**src/rtl/conv_1x1_sched_pkg.sv**
```systemverilog
// Shared types, default geometry and width helpers for the 1x1 convolution sequencer.
package conv_1x1_sched_pkg;

  typedef enum logic [2:0] {
    IDLE   = 3'd0,
    LOAD_W = 3'd1,
    WAIT_W = 3'd2,
    STREAM = 3'd3,
    DRAIN  = 3'd4,
    DONE   = 3'd5
  } state_t;

  // Ceiling log2, never below 1 so degenerate sizes still give a usable width.
  function automatic int clog2(input int value);
    int res;
    res = 1;
    for (int i = 1; i < 31; i++) begin
      if ((32'sd1 << i) < value) begin
        res = i + 1;
      end else begin
        res = res;
      end
    end
    return res;
  endfunction

  localparam int DEF_IMAGE_WIDTH     = 32;
  localparam int DEF_IMAGE_HEIGHT    = 32;
  localparam int DEF_CHANNEL_NUM_IN  = 128;
  localparam int DEF_CHANNEL_NUM_OUT = 256;
  localparam int DEF_DATA_WIDTH      = 32;

  localparam int IMAGE_SIZE = DEF_IMAGE_WIDTH * DEF_IMAGE_HEIGHT;
  localparam int PX_AW      = clog2(IMAGE_SIZE * DEF_CHANNEL_NUM_IN);
  localparam int W_AW       = clog2(DEF_CHANNEL_NUM_IN * DEF_CHANNEL_NUM_OUT);
  localparam int CO_W       = clog2(DEF_CHANNEL_NUM_OUT);

endpackage

```
**src/rtl/conv_1x1_sched_cnt.sv**
```systemverilog
// Wrap counter: counts up on inc, returns to zero after max and flags the carry.
module conv_1x1_sched_cnt
  import conv_1x1_sched_pkg::*;
#(
  parameter int W = 1
) (
  input  logic         clk,
  input  logic         reset,
  input  logic         clr,
  input  logic         inc,
  input  logic [W-1:0] max,
  output logic [W-1:0] count,
  output logic         wrap
);

  assign wrap = inc && (count == max);

  // Count register; wrap feeds the next counter in the chain as its increment.
  always_ff @(posedge clk) begin
    if (reset || clr) begin
      count <= {W{1'b0}};
    end else if (inc) begin
      count <= wrap ? {W{1'b0}} : count + W'(1);
    end else begin
      count <= count;
    end
  end

endmodule

```
**src/rtl/conv_1x1_sched.sv**
```systemverilog
// Layer sequencer: per (co, ci) pair loads one weight, then streams the ci plane of pixels.
module conv_1x1_sched
  import conv_1x1_sched_pkg::*;
#(
  parameter  int IMAGE_WIDTH     = DEF_IMAGE_WIDTH,
  parameter  int IMAGE_HEIGHT    = DEF_IMAGE_HEIGHT,
  parameter  int CHANNEL_NUM_IN  = DEF_CHANNEL_NUM_IN,
  parameter  int CHANNEL_NUM_OUT = DEF_CHANNEL_NUM_OUT,
  parameter  int DATA_WIDTH      = DEF_DATA_WIDTH,
  localparam int IMG_SIZE        = IMAGE_WIDTH * IMAGE_HEIGHT,
  localparam int PX_ADDR_W       = clog2(IMG_SIZE * CHANNEL_NUM_IN),
  localparam int W_ADDR_W        = clog2(CHANNEL_NUM_IN * CHANNEL_NUM_OUT),
  localparam int CO_IDX_W        = clog2(CHANNEL_NUM_OUT)
) (
  input  logic                 clk,
  input  logic                 reset,
  input  logic                 start,
  input  logic                 stall,
  output logic                 px_rd_en,
  output logic [PX_ADDR_W-1:0] px_rd_addr,
  output logic                 w_rd_en,
  output logic [W_ADDR_W-1:0]  w_rd_addr,
  output logic                 valid_in,
  output logic                 valid_weight_in,
  output logic                 first_pass,
  output logic                 last_pass,
  output logic [CO_IDX_W-1:0]  ch_out_idx,
  output logic                 busy,
  output logic                 done
);

  localparam int PIX_W = clog2(IMG_SIZE);
  localparam int CI_W  = clog2(CHANNEL_NUM_IN);

  if (DATA_WIDTH < 1) begin : g_bad_data_width
    $error("DATA_WIDTH must be at least 1");
  end

  state_t state, state_next;

  logic                pix_inc, cnt_clr;
  logic                pix_wrap, ci_wrap, co_wrap;
  logic [PIX_W-1:0]    pix;
  logic [CI_W-1:0]     ci;
  logic [CO_IDX_W-1:0] co;

  // Pixel reads issue on every unstalled STREAM cycle; the counters only move on an issue.
  assign pix_inc  = (state == STREAM) && !stall;
  assign cnt_clr  = (state == IDLE) && start;
  assign px_rd_en = pix_inc;
  assign w_rd_en  = (state == LOAD_W);
  assign busy     = (state != IDLE);

  conv_1x1_sched_cnt #(.W(PIX_W)) u_pix_cnt (
    .clk(clk), .reset(reset), .clr(cnt_clr), .inc(pix_inc),
    .max(PIX_W'(IMG_SIZE - 1)), .count(pix), .wrap(pix_wrap)
  );

  conv_1x1_sched_cnt #(.W(CI_W)) u_ci_cnt (
    .clk(clk), .reset(reset), .clr(cnt_clr), .inc(pix_wrap),
    .max(CI_W'(CHANNEL_NUM_IN - 1)), .count(ci), .wrap(ci_wrap)
  );

  conv_1x1_sched_cnt #(.W(CO_IDX_W)) u_co_cnt (
    .clk(clk), .reset(reset), .clr(cnt_clr), .inc(ci_wrap),
    .max(CO_IDX_W'(CHANNEL_NUM_OUT - 1)), .count(co), .wrap(co_wrap)
  );

  // Addresses are forced to zero when the matching read enable is low.
  always_comb begin
    px_rd_addr = {PX_ADDR_W{1'b0}};
    w_rd_addr  = {W_ADDR_W{1'b0}};
    if (px_rd_en) begin
      px_rd_addr = PX_ADDR_W'(ci) * PX_ADDR_W'(IMG_SIZE) + PX_ADDR_W'(pix);
    end else begin
      px_rd_addr = {PX_ADDR_W{1'b0}};
    end
    if (w_rd_en) begin
      w_rd_addr = W_ADDR_W'(co) * W_ADDR_W'(CHANNEL_NUM_IN) + W_ADDR_W'(ci);
    end else begin
      w_rd_addr = {W_ADDR_W{1'b0}};
    end
  end

  // Next-state logic; a plane ends only on an issued (unstalled) last pixel.
  always_comb begin
    state_next = state;
    case (state)
      IDLE: begin
        if (start) begin
          state_next = LOAD_W;
        end else begin
          state_next = IDLE;
        end
      end
      LOAD_W: state_next = WAIT_W;
      WAIT_W: state_next = STREAM;
      STREAM: begin
        if (co_wrap) begin
          state_next = DRAIN;
        end else if (pix_wrap) begin
          state_next = LOAD_W;
        end else begin
          state_next = STREAM;
        end
      end
      DRAIN:   state_next = DONE;
      DONE:    state_next = IDLE;
      default: state_next = IDLE;
    endcase
  end

  // State register plus the one-cycle-delayed datapath strobes and accumulator flags.
  always_ff @(posedge clk) begin
    if (reset) begin
      state           <= IDLE;
      valid_in        <= 1'b0;
      valid_weight_in <= 1'b0;
      first_pass      <= 1'b0;
      last_pass       <= 1'b0;
      ch_out_idx      <= {CO_IDX_W{1'b0}};
      done            <= 1'b0;
    end else begin
      state           <= state_next;
      valid_in        <= px_rd_en;
      valid_weight_in <= w_rd_en;
      first_pass      <= px_rd_en && (ci == {CI_W{1'b0}});
      last_pass       <= px_rd_en && (ci == CI_W'(CHANNEL_NUM_IN - 1));
      ch_out_idx      <= px_rd_en ? co : {CO_IDX_W{1'b0}};
      done            <= (state == DONE);
    end
  end

endmodule

```
**config.mk**
```make
export PLATFORM = sky130hd
export DESIGN_NAME = conv_1x1_sched
export DESIGN_NICKNAME = d
export VERILOG_FILES = /design/src/rtl/conv_1x1_sched_pkg.sv /design/src/rtl/conv_1x1_sched_cnt.sv /design/src/rtl/conv_1x1_sched.sv
export SDC_FILE = /design/constraint.sdc
export NUM_CORES = 1
export LEC_CHECK = 0
export CORE_MARGIN = 1
export CORE_UTILIZATION = 30
export DETAILED_ROUTE_END_ITERATION = 8
export GPL_TIMING_DRIVEN = 1
export PLACE_DENSITY = 0.62
export SLEW_MARGIN = 20
export SYNTH_ARGS = -nofsm -noshare
export SYNTH_HDL_FRONTEND = slang
export SYNTH_HIERARCHICAL = 1
export SYNTH_SLANG_ARGS = --single-unit
export TNS_END_PERCENT = 20
```
**constraint.sdc**
```tcl
create_clock -name clk -period 8.1 [get_ports clk]
set_clock_uncertainty 0.2 [all_clocks]
set_input_delay 1.215 -clock clk [delete_from_list [all_inputs] [get_ports clk]]
set_output_delay 1.215 -clock clk [all_outputs]
set_load 0.05 [all_outputs]
```
## After elaboration in Yosys (flattened, before gate mapping)

Index checks and enable logic that the tools add are counted.

- Register bits: 41
- Output and inout port bits: 48

- $add $sub $neg: 5
- Eq/ne operators: 8
- Mux-type cells: 9
- Bitwise logic cells: 1
- Reductions and logical operators: 13

Operator list:

| cell | number |
|---|---|
| $add A17 B10 Y17 | 1 |
| $mux W17 | 1 |
| $add A15 B7 Y15 | 1 |
| $mux W15 | 1 |
| $pmux W3 S5 | 1 |
| $add A10 B1 Y10 const B | 1 |
| $eq A10 B10 Y1 const B | 1 |
| $mux W10 | 1 |
| $add A8 B1 Y8 const B | 1 |
| $eq A8 B8 Y1 const B | 1 |
| $mux W8 | 1 |
| $add A7 B1 Y7 const B | 1 |
| $eq A7 B7 Y1 const B | 1 |
| $logic_and A1 B1 Y1 | 7 |
| $logic_not A7 Y1 | 1 |
| $mux W7 | 1 |
| $eq A3 B2 Y1 const B | 2 |
| $eq A3 B3 Y1 const B | 2 |
| $eq A3 B1 Y1 const B | 1 |
| $logic_not A3 Y1 | 1 |
| $mux W3 | 1 |
| $reduce_bool A3 Y1 | 1 |
| $mux W2 | 1 |
| $reduce_or A2 Y1 | 1 |
| 4 further kinds | 4 |

## Depth between registers and ports, before layout

Gate-level depths: netlist (run 1).

- Depth in word-level cells: 7
- Depth in mapped cells: 14
- Depth with buffers taken out: 10

## Hierarchy

The synthesis (run 1) kept the hierarchy.

Modules (own cells, without submodules):

| module | instances | cells each | area an instance (µm²) |
|---|---|---|---|
| conv_1x1_sched | 1 | 89 | 885.8 |
| conv_1x1_sched_cnt at u_pix_cnt | 1 | 66 | 611.8 |
| conv_1x1_sched_cnt at u_co_cnt | 1 | 51 | 460.4 |
| conv_1x1_sched_cnt at u_ci_cnt | 1 | 46 | 404.1 |

## Worst setup path before layout (run 1)

Ideal clock, no wire load.

- Path type: input port to flip-flop
- From: input port stall
- To: register state[1]
- Arrival: 3,887 ps
- Slack: 3,883 ps
- Stages: 13
- Path buffers: 3
- Cells stage by stage: nand4bb_4 -> inv_4 -> buf_6 -> buf_2 -> nand4_1 -> nor3_1 -> nand2_1 -> nor4_4 -> buf_2 -> nand2_1 -> nor3_1 -> o211a_1 -> nor4_1

- Word-level cells in the longest chain between the ends: 7

Ends and longest elaborated chain:

| what | RTL line | RTL |
|---|---|---|
| from (decl) | conv_1x1_sched.sv:18 | `input logic stall,` |
| $logic_not A1 Y1 | conv_1x1_sched.sv:48 | `assign pix_inc = (state == STREAM) && !stall;` |
| $logic_and A1 B1 Y1 | conv_1x1_sched.sv:48 |  |
| net px_rd_en | conv_1x1_sched.sv:19 | `output logic px_rd_en,` |
| $logic_and A1 B1 Y1 | conv_1x1_sched_cnt.sv:16 | `assign wrap = inc && (count == max);` |
| net pix_wrap | conv_1x1_sched.sv:42 | `logic pix_wrap, ci_wrap, co_wrap;` |
| $logic_and A1 B1 Y1 | conv_1x1_sched_cnt.sv:16 |  |
| net ci_wrap | conv_1x1_sched.sv:42 |  |
| $logic_and A1 B1 Y1 | conv_1x1_sched_cnt.sv:16 |  |
| net co_wrap | conv_1x1_sched.sv:42 |  |
| $mux W3 | conv_1x1_sched.sv:99 | `if (co_wrap) begin` |
| $pmux W3 S5 | conv_1x1_sched.sv:88 | `case (state)` |
| to (signal assigned) | conv_1x1_sched.sv:124 | `state <= state_next;` |
| to (decl) | conv_1x1_sched.sv:39 | `state_t state, state_next;` |

The timed path passes the listed nets, and every way through them passes these cells.
A chain may end at the register's enable or synchronous reset.

## Final worst setup path (run 1)

- From: input port stall
- To: register state[1]

- Word-level cells in the longest chain between the ends: 7

Ends and longest elaborated chain:

| what | RTL line |
|---|---|
| $logic_not A1 Y1 | conv_1x1_sched.sv:48 |
| $logic_and A1 B1 Y1 | conv_1x1_sched.sv:48 |
| $logic_and A1 B1 Y1 | conv_1x1_sched_cnt.sv:16 |
| net pix_wrap | conv_1x1_sched.sv:42 |
| $logic_and A1 B1 Y1 | conv_1x1_sched_cnt.sv:16 |
| net ci_wrap | conv_1x1_sched.sv:42 |
| $logic_and A1 B1 Y1 | conv_1x1_sched_cnt.sv:16 |
| net co_wrap | conv_1x1_sched.sv:42 |
| $mux W3 | conv_1x1_sched.sv:99 |
| $pmux W3 S5 | conv_1x1_sched.sv:88 |

The timed path passes the listed nets, and every way through them passes these cells.

==> results of run 1 <==
## worst register-to-register path, delay by kind of cell, from the launching register on
kind | cells | cell delay (ns)
flip-flops | 1 | 0.60
AO/OA/AOI/OAI | 1 | 0.19
buffers and inverters | 1 | 0.31
AND/OR/NAND/NOR | 8 | 2.68
## how the worst min path moves through the flow
stage	slack, ns	cells after the start	endpoint	startpoint
after floorplan	0.31	2	last_pass$_SDFF_PP0_	u_ci_cnt/count[5]$_SDFFE_PP0P_
after global placement	0.34	2	u_pix_cnt/count[9]$_SDFFE_PP0P_	u_pix_cnt/count[9]$_SDFFE_PP0P_
after detailed placement	0.35	2	u_pix_cnt/count[9]$_SDFFE_PP0P_	u_pix_cnt/count[9]$_SDFFE_PP0P_
after CTS	0.37	1	ch_out_idx[7]$_SDFF_PP0_	u_co_cnt/count[7]$_SDFFE_PP0P_
after global routing	0.38	1	ch_out_idx[7]$_SDFF_PP0_	u_co_cnt/count[7]$_SDFFE_PP0P_
final	0.36	1	ch_out_idx[7]$_SDFF_PP0_	u_co_cnt/count[7]$_SDFFE_PP0P_
## per-stage QoR
stage | utilization | area, µm² | instances | setup slack (ns)
final | 0.416 | 3100 | 425 | 3.19
after global routing | 0.416 | 3100 | 425 | 2.71
after CTS | 0.416 | 3100 | 425 | 3.16
after detailed placement | 0.404 | 3010 | 417 | 2.84
after global placement | 0.404 | 3010 | 417 | 2.96
after floorplan | - | 2450 | 276 | 3.88
## placed cells by master, fill, tap and decap left out, types with 3 or more instances in the layout
| master | count |
|---|---|
| clkdlybuf4s50_1 | 51 |
| dfxtp_1 | 41 |
| xnor2_1 | 33 |
| nor2_1 | 27 |
| conb_1 | 25 |
| and2_1 | 20 |
| nand2_1 | 14 |
| nand4_1 | 11 |
| xor2_1 | 11 |
| and2_4 | 9 |
| nor3_1 | 9 |
| nor3b_1 | 7 |
| inv_1 | 5 |
| nand3_1 | 5 |
| clkbuf_8 | 5 |
| nor4_1 | 4 |
| nand3b_1 | 3 |
| ha_1 | 3 |
| nand2b_1 | 3 |
## cells by family after synthesis
kind of cell               synth area share
and+or+nand+nor                       0.358
adders and majority gates            0.0159
DFF                                   0.347
buffers and inverters                0.0434
AOI/OAI and AO/OA                    0.0588
xor gates and xnor gates              0.175
other                               0.00159
## registers in the layout, indices dropped and copies added, names as in the netlist
signal	count
valid_weight_in	1
valid_in	1
done	1
u_co_cnt/count	8
ch_out_idx	8
u_pix_cnt/count	10
last_pass	1
u_ci_cnt/count	7
state	3
first_pass	1
## layer usage
metal  GRT usage  vias to the layer above  wire (µm)  share of wire
li1            -                      977          -              -
met1       0.173                      878       2680           0.51
met2       0.207                       52       2300           0.43
met3      0.0295                        2        274          0.052
met4      0.0484                        0         45         0.0085
met5           0                        -          0              0
## power by group through the flow
stage | registers (µW) | clock network (µW) | logic [µW]
3_5_place_dp | 211 | 0 | 38.2
2_1_floorplan | 209 | 0 | 32.0
3_3_place_gp | 211 | 0 | 37.8
5_1_grt | 206 | 144 | 41.6
4_1_cts | 206 | 136 | 38.3
6_report | 206 | 131 | 38.2
## layout make-up
class                      instances  share of cell area
inverter                           6             0.00808
sequential                        41               0.265
tap                               99              0.0400
timing repair buffer              51               0.165
clock inverter                     3             0.00566
multi-input combinational        220               0.494
clock buffer                       5              0.0222
==> impl_metrics.tcl, run 1 <==
set metrics [dict create \
    cp.depth 11 \
    area_growth_pct 31.0 \
    setup.worst_path.end "state[1]$_SDFF_PP0_" \
    drt-initial-drc-count 107 \
    ys_top_cells_by_count "41 x dfxtp_1, 33 x xnor2_1, 27 x nor2_1" \
    drive_above_1_share 0.0982 \
    r2r-end "state[1]$_SDFF_PP0_" \
    grt_max_degree 28 \
    synth_area_mm2 0.00236 \
    htree_levels 2 \
    initial_core_util 0.317 \
    fmax_mhz 204 \
    io_pins 52 \
    die_area_mm2 0.00823 \
    cts_made_buffers 5 \
    cts_resized 0 \
    drt_wl_total_mm 5.30 \
    syn_inst 252 \
    cp_num_buf_inv 2 \
    power.share.switching 0.262 \
    root_buffer "clkbuf_8" \
    grt_pass1_wl_mm 8.68 \
    cp-start-kind "primary input" \
    worstPathMaxFanout 27 \
    yosysUniqueCellTypes 48 \
    synth_top_area_cell "dfxtp_1" \
    nets 332 \
    cp.arrival_ns 4.85 \
    dp_hpwl_mm 3.72 \
    p_total_uw 375 \
    crit_family "simple AND/OR/NAND/NOR gates" \
    cts_sinks 41 \
    drcViolationCount 0 \
    holdWs_ns 0.358 \
    gr-usage-all-layers 0.131 \
    clock_latency_ns 0.28 \
    cts_tree "done" \
    switchingPower_uw 98.4 \
    synthFlopType "dfxtp_1" \
    ys_warn_count 6 \
    nFillCells 761 \
    finalCritPeriodShare 0.606 \
    yosysMostFrequentCell "dfxtp_1" \
    postCtsSetupRepairBufs 0 \
    synth-seq-cells 41 \
    multi_input_area_mm2 0.00153 \
    outcome "finished, final reports clean" \
    grt_pass1_vias 1747 \
    grt_antenna_before_repair 0 \
    die_w_um 90.7 \
    holdBufCountCts 0 \
    cp_slowest_cell "nor3_1" \
    clock_power_share 0.349 \
    period_needed_ns 4.91 \
    synth_edf_count 0 \
    antennaDiodeCount 0 \
    ir_worst_vdd_mv 0.0615 \
    drv_slew 0 \
    cap_violations 0 \
    std_cell_rows 31 \
    r2r_slack_ns 3.98 \
    dieHeight_um 90.7 \
    core_area_mm2 0.00745 \
    path_cells "clkdlybuf4s50_1 -> nand4bb_4 -> inv_4 -> nand4_1 -> nor3_1 -> nand2_1 -> nor4_4 -> nand2_1 -> nor3_1 -> o211a_1 -> nor4_1" \
    slew_headroom 0.408 \
    startpoint "stall" \
    grt-ovfl-total 0 \
    postSynthAreaPerCell_um2 9.37 \
    vias 1909 \
    avgViaCountPerCell 4.49 \
    synth_area_leaders "dfxtp_1 35%, xnor2_1 12%, and2_1 5.3%, nor2_1 4.3%, xor2_1 4.1%" \
    hold_violations 0 \
    comb_power_share 0.102 \
    seq_area_um2 821 \
    wl_per_cell_um 12.5 \
    grt_setup_unrepaired "no" \
    path_class "in -> reg" \
    finalSetupViolCount 0 \
    tightest_slew_ns 0.885 \
    critPathMaxStageDelay_ns 0.70 \
    clkTransAtPathRegs_ns 0.08 \
    firstDrtPassIters 4 \
    clock_path_buffers 2 \
    io_buffers 51 \
    synth_async_sr_flop_share 0 \
    cp.required_ns 8.04 \
    hold_class "reg -> reg" \
    totalNegativeSetupSlack_ns 0 \
    place_congestion 0.821 \
    p_leak_uw 0.00103 \
    reg2reg_depth 10 \
    ant_nets 0 \
    synth_top_cell_area_share 0.347 \
    r2r_start "state[1]$_SDFF_PP0_" \
    internal_power_uw 276 \
    yosysSeqAreaShare 0.347 \
    p_seq_frac 0.549 \
    power_per_cell_area_mw_per_mm2 121 \
    crit_path_end_kind "register" \
]
(Power assumes the default switching activity.)
==> inputs of run 2 (changes only) <==
- PLACE_DENSITY: 0.62 -> 0.64
- clock period: 8.1 -> 4.1 ns (I/O delays scaled with it)
==> impl_metrics.tcl, run 2 (synthesis results as in run 1) <==
set metrics [dict create \
    period_needed_ns 3.36 \
    whs_path_depth 1 \
    dp_hpwl_mm 3.64 \
    r2r_start "state[1]$_SDFF_PP0_" \
    critPathMaxStageDelay_ns 0.40 \
    final_common_cell "clkdlybuf4s50_1" \
    finish.instance_area_mm2 0.00315 \
    drv_slew 0 \
    die_area_mm2 0.00823 \
    clock_latency_ns 0.29 \
    tightest_slew_ns 0.868 \
    min_to "ch_out_idx[6]$_SDFF_PP0_" \
    drt_wl_total_mm 5.04 \
    core_area_mm2 0.00745 \
    htree_levels 2 \
    holdBufCountCts 0 \
    totalNegativeSetupSlack_ns 0 \
    power_per_cell_area_mw_per_mm2 261 \
    cp_slowest_cell "clkdlybuf4s50_1" \
    crit_family "simple AND/OR/NAND/NOR gates" \
    worstPathMaxFanout 27 \
    die_w_um 90.7 \
    firstDrtPassIters 4 \
    r2r-end "state[2]$_SDFF_PP0_" \
    finalSetupViolCount 0 \
    io_buffers 51 \
    drt-initial-drc-count 80 \
    setup_ws_ns 0.743 \
    wl_per_cell_um 11.8 \
    r2r_slack_ns 0.94 \
    nets 335 \
    vias 1869 \
    initial_core_util 0.317 \
    hold_violations 0 \
    grt_max_degree 28 \
    finalCritPeriodShare 0.819 \
    cts_made_buffers 5 \
    grt_antenna_before_repair 0 \
    cap_violations 0 \
    std_cell_rows 31 \
    p_total_uw 822 \
    path_cells "clkdlybuf4s50_1 -> nand4bb_4 -> inv_4 -> nand4_1 -> nor3_1 -> buf_4 -> nand2_1 -> nor4_4 -> nand2_1 -> nor3_1 -> nand4b_1 -> a21oi_1" \
    place_ws_ns 0.418 \
    reg2reg_depth 11 \
    root_buffer "clkbuf_8" \
    top_register "u_pix_cnt/count" \
    worstHoldStart "u_co_cnt/count[6]$_SDFFE_PP0P_" \
    placed_area_mm2 0.00303 \
    cp.required_ns 4.11 \
    final_cell_mix "51 x clkdlybuf4s50_1, 41 x dfxtp_1, 33 x xnor2_1" \
    postCtsSetupRepairBufs 0 \
    cp-start-kind "primary input" \
    avgViaCountPerCell 4.37 \
    grt-ovfl-total 0 \
    cts_tree "done" \
    drive_above_1_share 0.106 \
    cts_resized 0 \
    outcome "finished, final reports clean" \
    clkTransAtPathRegs_ns 0.08 \
    cp.arrival_ns 3.37 \
    hold_class "reg -> reg" \
    fmax_mhz 298 \
    path_class "in -> reg" \
    ant_nets 0 \
    holdWs_ns 0.352 \
    crit_path_end_kind "register" \
    dieHeight_um 90.7 \
    p_leak_uw 0.00106 \
    antennaDiodeCount 0 \
    place_congestion 0.778 \
    largest_reg_flops 10 \
    cp_num_buf_inv 3 \
    drcViolationCount 0 \
    grt_setup_unrepaired "no" \
    area_growth_pct 33.4 \
    top_regs "u_pix_cnt/count: 10 flops, ch_out_idx: 8 flops, u_co_cnt/count: 8 flops" \
    grt_pass1_wl_mm 8.49 \
    clock_path_buffers 2 \
    cts_sinks 41 \
    ir_worst_vdd_mv 0.135 \
    gr-usage-all-layers 0.127 \
    grt_pass1_vias 1838 \
    io_pins 52 \
    slew_headroom 0.420 \
]
run 2: worst max path at each step:
stage          start             endpoint  slack, ns  cells past startpoint
6_report       stall  state[2]$_SDFF_PP0_       0.74                     12
5_1_grt        stall  state[2]$_SDFF_PP0_       0.53                     12
4_1_cts        stall  state[1]$_SDFF_PP0_       0.74                     12
3_5_place_dp   stall  state[1]$_SDFF_PP0_       0.42                     12
3_3_place_gp   stall  state[1]$_SDFF_PP0_       0.51                     12
2_1_floorplan  stall  state[1]$_SDFF_PP0_       0.48                     13
run 2: stage by stage:
stage	utilization	instances
floorplan	-	276
global placement	0.407	420
CTS	0.423	428
finish	0.423	428
detailed placement	0.407	420
global route	0.423	428
run 2: cell type report:
type,instances,area (µm²)
clock inverter,2,37.5
multi-input combinational,220,1530
fill,754,4300
inverter,6,25.0
clock buffer,6,82.6
sequential,41,821
timing repair buffer,54,533
tap,99,124
run 2: per-layer routing:
| metal | up-vias | wire length (µm) | share of wire | GRT usage |
|---|---|---|---|---|
| li1 | 985 | - | - | - |
| met1 | 839 | 2470 | 0.49 | 0.160 |
| met2 | 41 | 2260 | 0.45 | 0.207 |
| met3 | 4 | 262 | 0.052 | 0.0370 |
| met4 | 0 | 50 | 0.0099 | 0.0403 |
| met5 | - | 0 | 0 | 0 |
run 2: power breakdown:
group	switching [µW]	total [µW]	internal [µW]
Combinational	47.0	75.5	28.5
Sequential	6.14	407	400
Clock	142	340	198
Total	195	822	627
==> inputs of run 3 (changes only) <==
- PLACE_DENSITY: 0.64 -> 0.62
- clock period: 4.1 -> 3.1 ns (I/O delays scaled with it)
==> impl_metrics.tcl, run 3 (synthesis results as in run 1) <==
set metrics [dict create \
    grt-ovfl-total 0 \
    slew_headroom 0.649 \
    nFillCells 746 \
    cts_sinks 41 \
    clock_latency_ns 0.29 \
    postCtsSetupRepairBufs 0 \
    cts_resized 0 \
    place_congestion 0.783 \
    internal_power_uw 728 \
    clock_path_buffers 2 \
    r2r_slack_ns 0.46 \
    grt_pass1_wl_mm 9.40 \
    cap_violations 0 \
    critPathMaxStageDelay_ns 0.88 \
    grt_setup_unrepaired "no" \
    drive_above_1_share 0.236 \
    clock_power_share 0.352 \
    grt_pass1_vias 1864 \
    totalNegativeSetupSlack_ns 0 \
    die_w_um 90.7 \
    io_pins 52 \
    vias 1947 \
    grt_max_degree 27 \
    top_register "u_pix_cnt/count" \
    worstPathMaxFanout 10 \
    holdWs_ns 0.360 \
    tightest_slew_ns 0.525 \
    p_seq_frac 0.537 \
    root_buffer "clkbuf_8" \
    drt-initial-drc-count 51 \
    area_growth_pct 40.5 \
    comb_power_share 0.111 \
    outcome "finished, final reports clean" \
    crit_path_end_kind "primary output" \
    grt_antenna_before_repair 0 \
    largest_reg_flops 10 \
    finalCritPeriodShare 0.889 \
    power_per_cell_area_mw_per_mm2 300 \
    nets 341 \
    ant_nets 0 \
    avgViaCountPerCell 4.49 \
    ir_worst_vdd_mv 0.207 \
    cts_tree "done" \
    whs_path_depth 1 \
    wl_per_cell_um 12.8 \
    dp_hpwl_mm 4.18 \
    die_area_mm2 0.00823 \
    path_cells "nor3b_4 -> clkdlybuf4s50_1" \
    cp.arrival_ns 2.09 \
    drt_wl_total_mm 5.53 \
    core_area_mm2 0.00745 \
    firstDrtPassIters 4 \
    final_common_cell "dfxtp_1" \
    reg2reg_depth 9 \
    seq_area_um2 821 \
    clkTransAtPathRegs_ns 0.09 \
    htree_levels 2 \
    io_buffers 51 \
    top_regs "u_pix_cnt/count: 10 flops, ch_out_idx: 8 flops, u_co_cnt/count: 8 flops" \
    multi_input_area_mm2 0.00156 \
    cp-start-kind "register" \
    holdBufCountCts 0 \
    p_leak_uw 0.00121 \
    cp_slowest_cell "clkdlybuf4s50_1" \
    power.share.switching 0.269 \
    finalSetupViolCount 0 \
    hold_class "reg -> reg" \
    period_needed_ns 2.76 \
    dieHeight_um 90.7 \
    switchingPower_uw 268 \
    std_cell_rows 31 \
    drv_slew 0 \
    antennaDiodeCount 0 \
    path_class "reg -> out" \
    hold_violations 0 \
    cp.required_ns 2.43 \
    fmax_mhz 363 \
    gr-usage-all-layers 0.141 \
    cts_made_buffers 5 \
    initial_core_util 0.317 \
    final_cell_mix "41 x dfxtp_1, 33 x xnor2_1, 27 x nor2_1" \
    drcViolationCount 0 \
]
## run 3: cell count changes in the layout (fill, tap and decap cells not counted), moves of 2 or more
| cell | before | now |
|---|---|---|
| buf_12 | 0 | 17 |
| nand2_1 | 14 | 12 |
| nor3_1 | 9 | 6 |
| buf_4 | 3 | 25 |
| clkdlybuf4s50_1 | 51 | 18 |
| clkinv_2 | 0 | 2 |
| nand2_2 | 0 | 2 |
| nor3_2 | 0 | 2 |
## run 3: layout make-up
cell class	instances	share of cell area
repair buffers	60	0.213
inverters	6	0.00754
clock inverters	3	0.00528
flip-flops and latches	41	0.247
clock buffers	5	0.0207
well taps	99	0.0373
multi-input cells	220	0.469
## run 3: power by group through the flow
stage	logic (µW)	clock network [µW]	registers, µW
floorplan	86.0	0	547
global placement	110	0	547
detailed placement	111	0	547
CTS	112	365	535
global route	120	390	536
finish	111	351	535
## run 3: critical path: cells and delay by family (launching register included)
family        cells  cell delay, ns
buf+inv           1            0.88
flops             1            0.53
simple gates      1            0.39
## run 3: final timing paths
| path | from | end |
|---|---|---|
| max | state[0]$_SDFF_PP0_ | w_rd_en |
| min | u_co_cnt/count[7]$_SDFFE_PP0P_ | ch_out_idx[7]$_SDFF_PP0_ |
| max reg2reg | u_pix_cnt/count[3]$_SDFFE_PP0P_ | u_co_cnt/count[5]$_SDFFE_PP0P_ |
| min reg2reg | u_co_cnt/count[7]$_SDFFE_PP0P_ | ch_out_idx[7]$_SDFF_PP0_ |
## run 3: routing by layer
layer  up-vias  global-route usage  share of wire
met5         -                   0              0
met4         0              0.0323         0.0065
met3         4              0.0328          0.055
met2        55               0.238           0.47
met1       894               0.181           0.46
li1        994                   -              -
## run 3: per-stage QoR
step | utilization | setup WS [ns] | std cells | power [µW] | instance area, µm²
2_1_floorplan | - | 0.000903 | 276 | 633 | 2500
3_3_place_gp | 0.434 | 0.137 | 426 | 657 | 3230
3_5_place_dp | 0.434 | 0.0625 | 426 | 659 | 3230
4_1_cts | 0.446 | 0.329 | 434 | 1010 | 3320
5_1_grt | 0.446 | 0.177 | 434 | 1050 | 3320
6_report | 0.446 | 0.345 | 434 | 996 | 3320
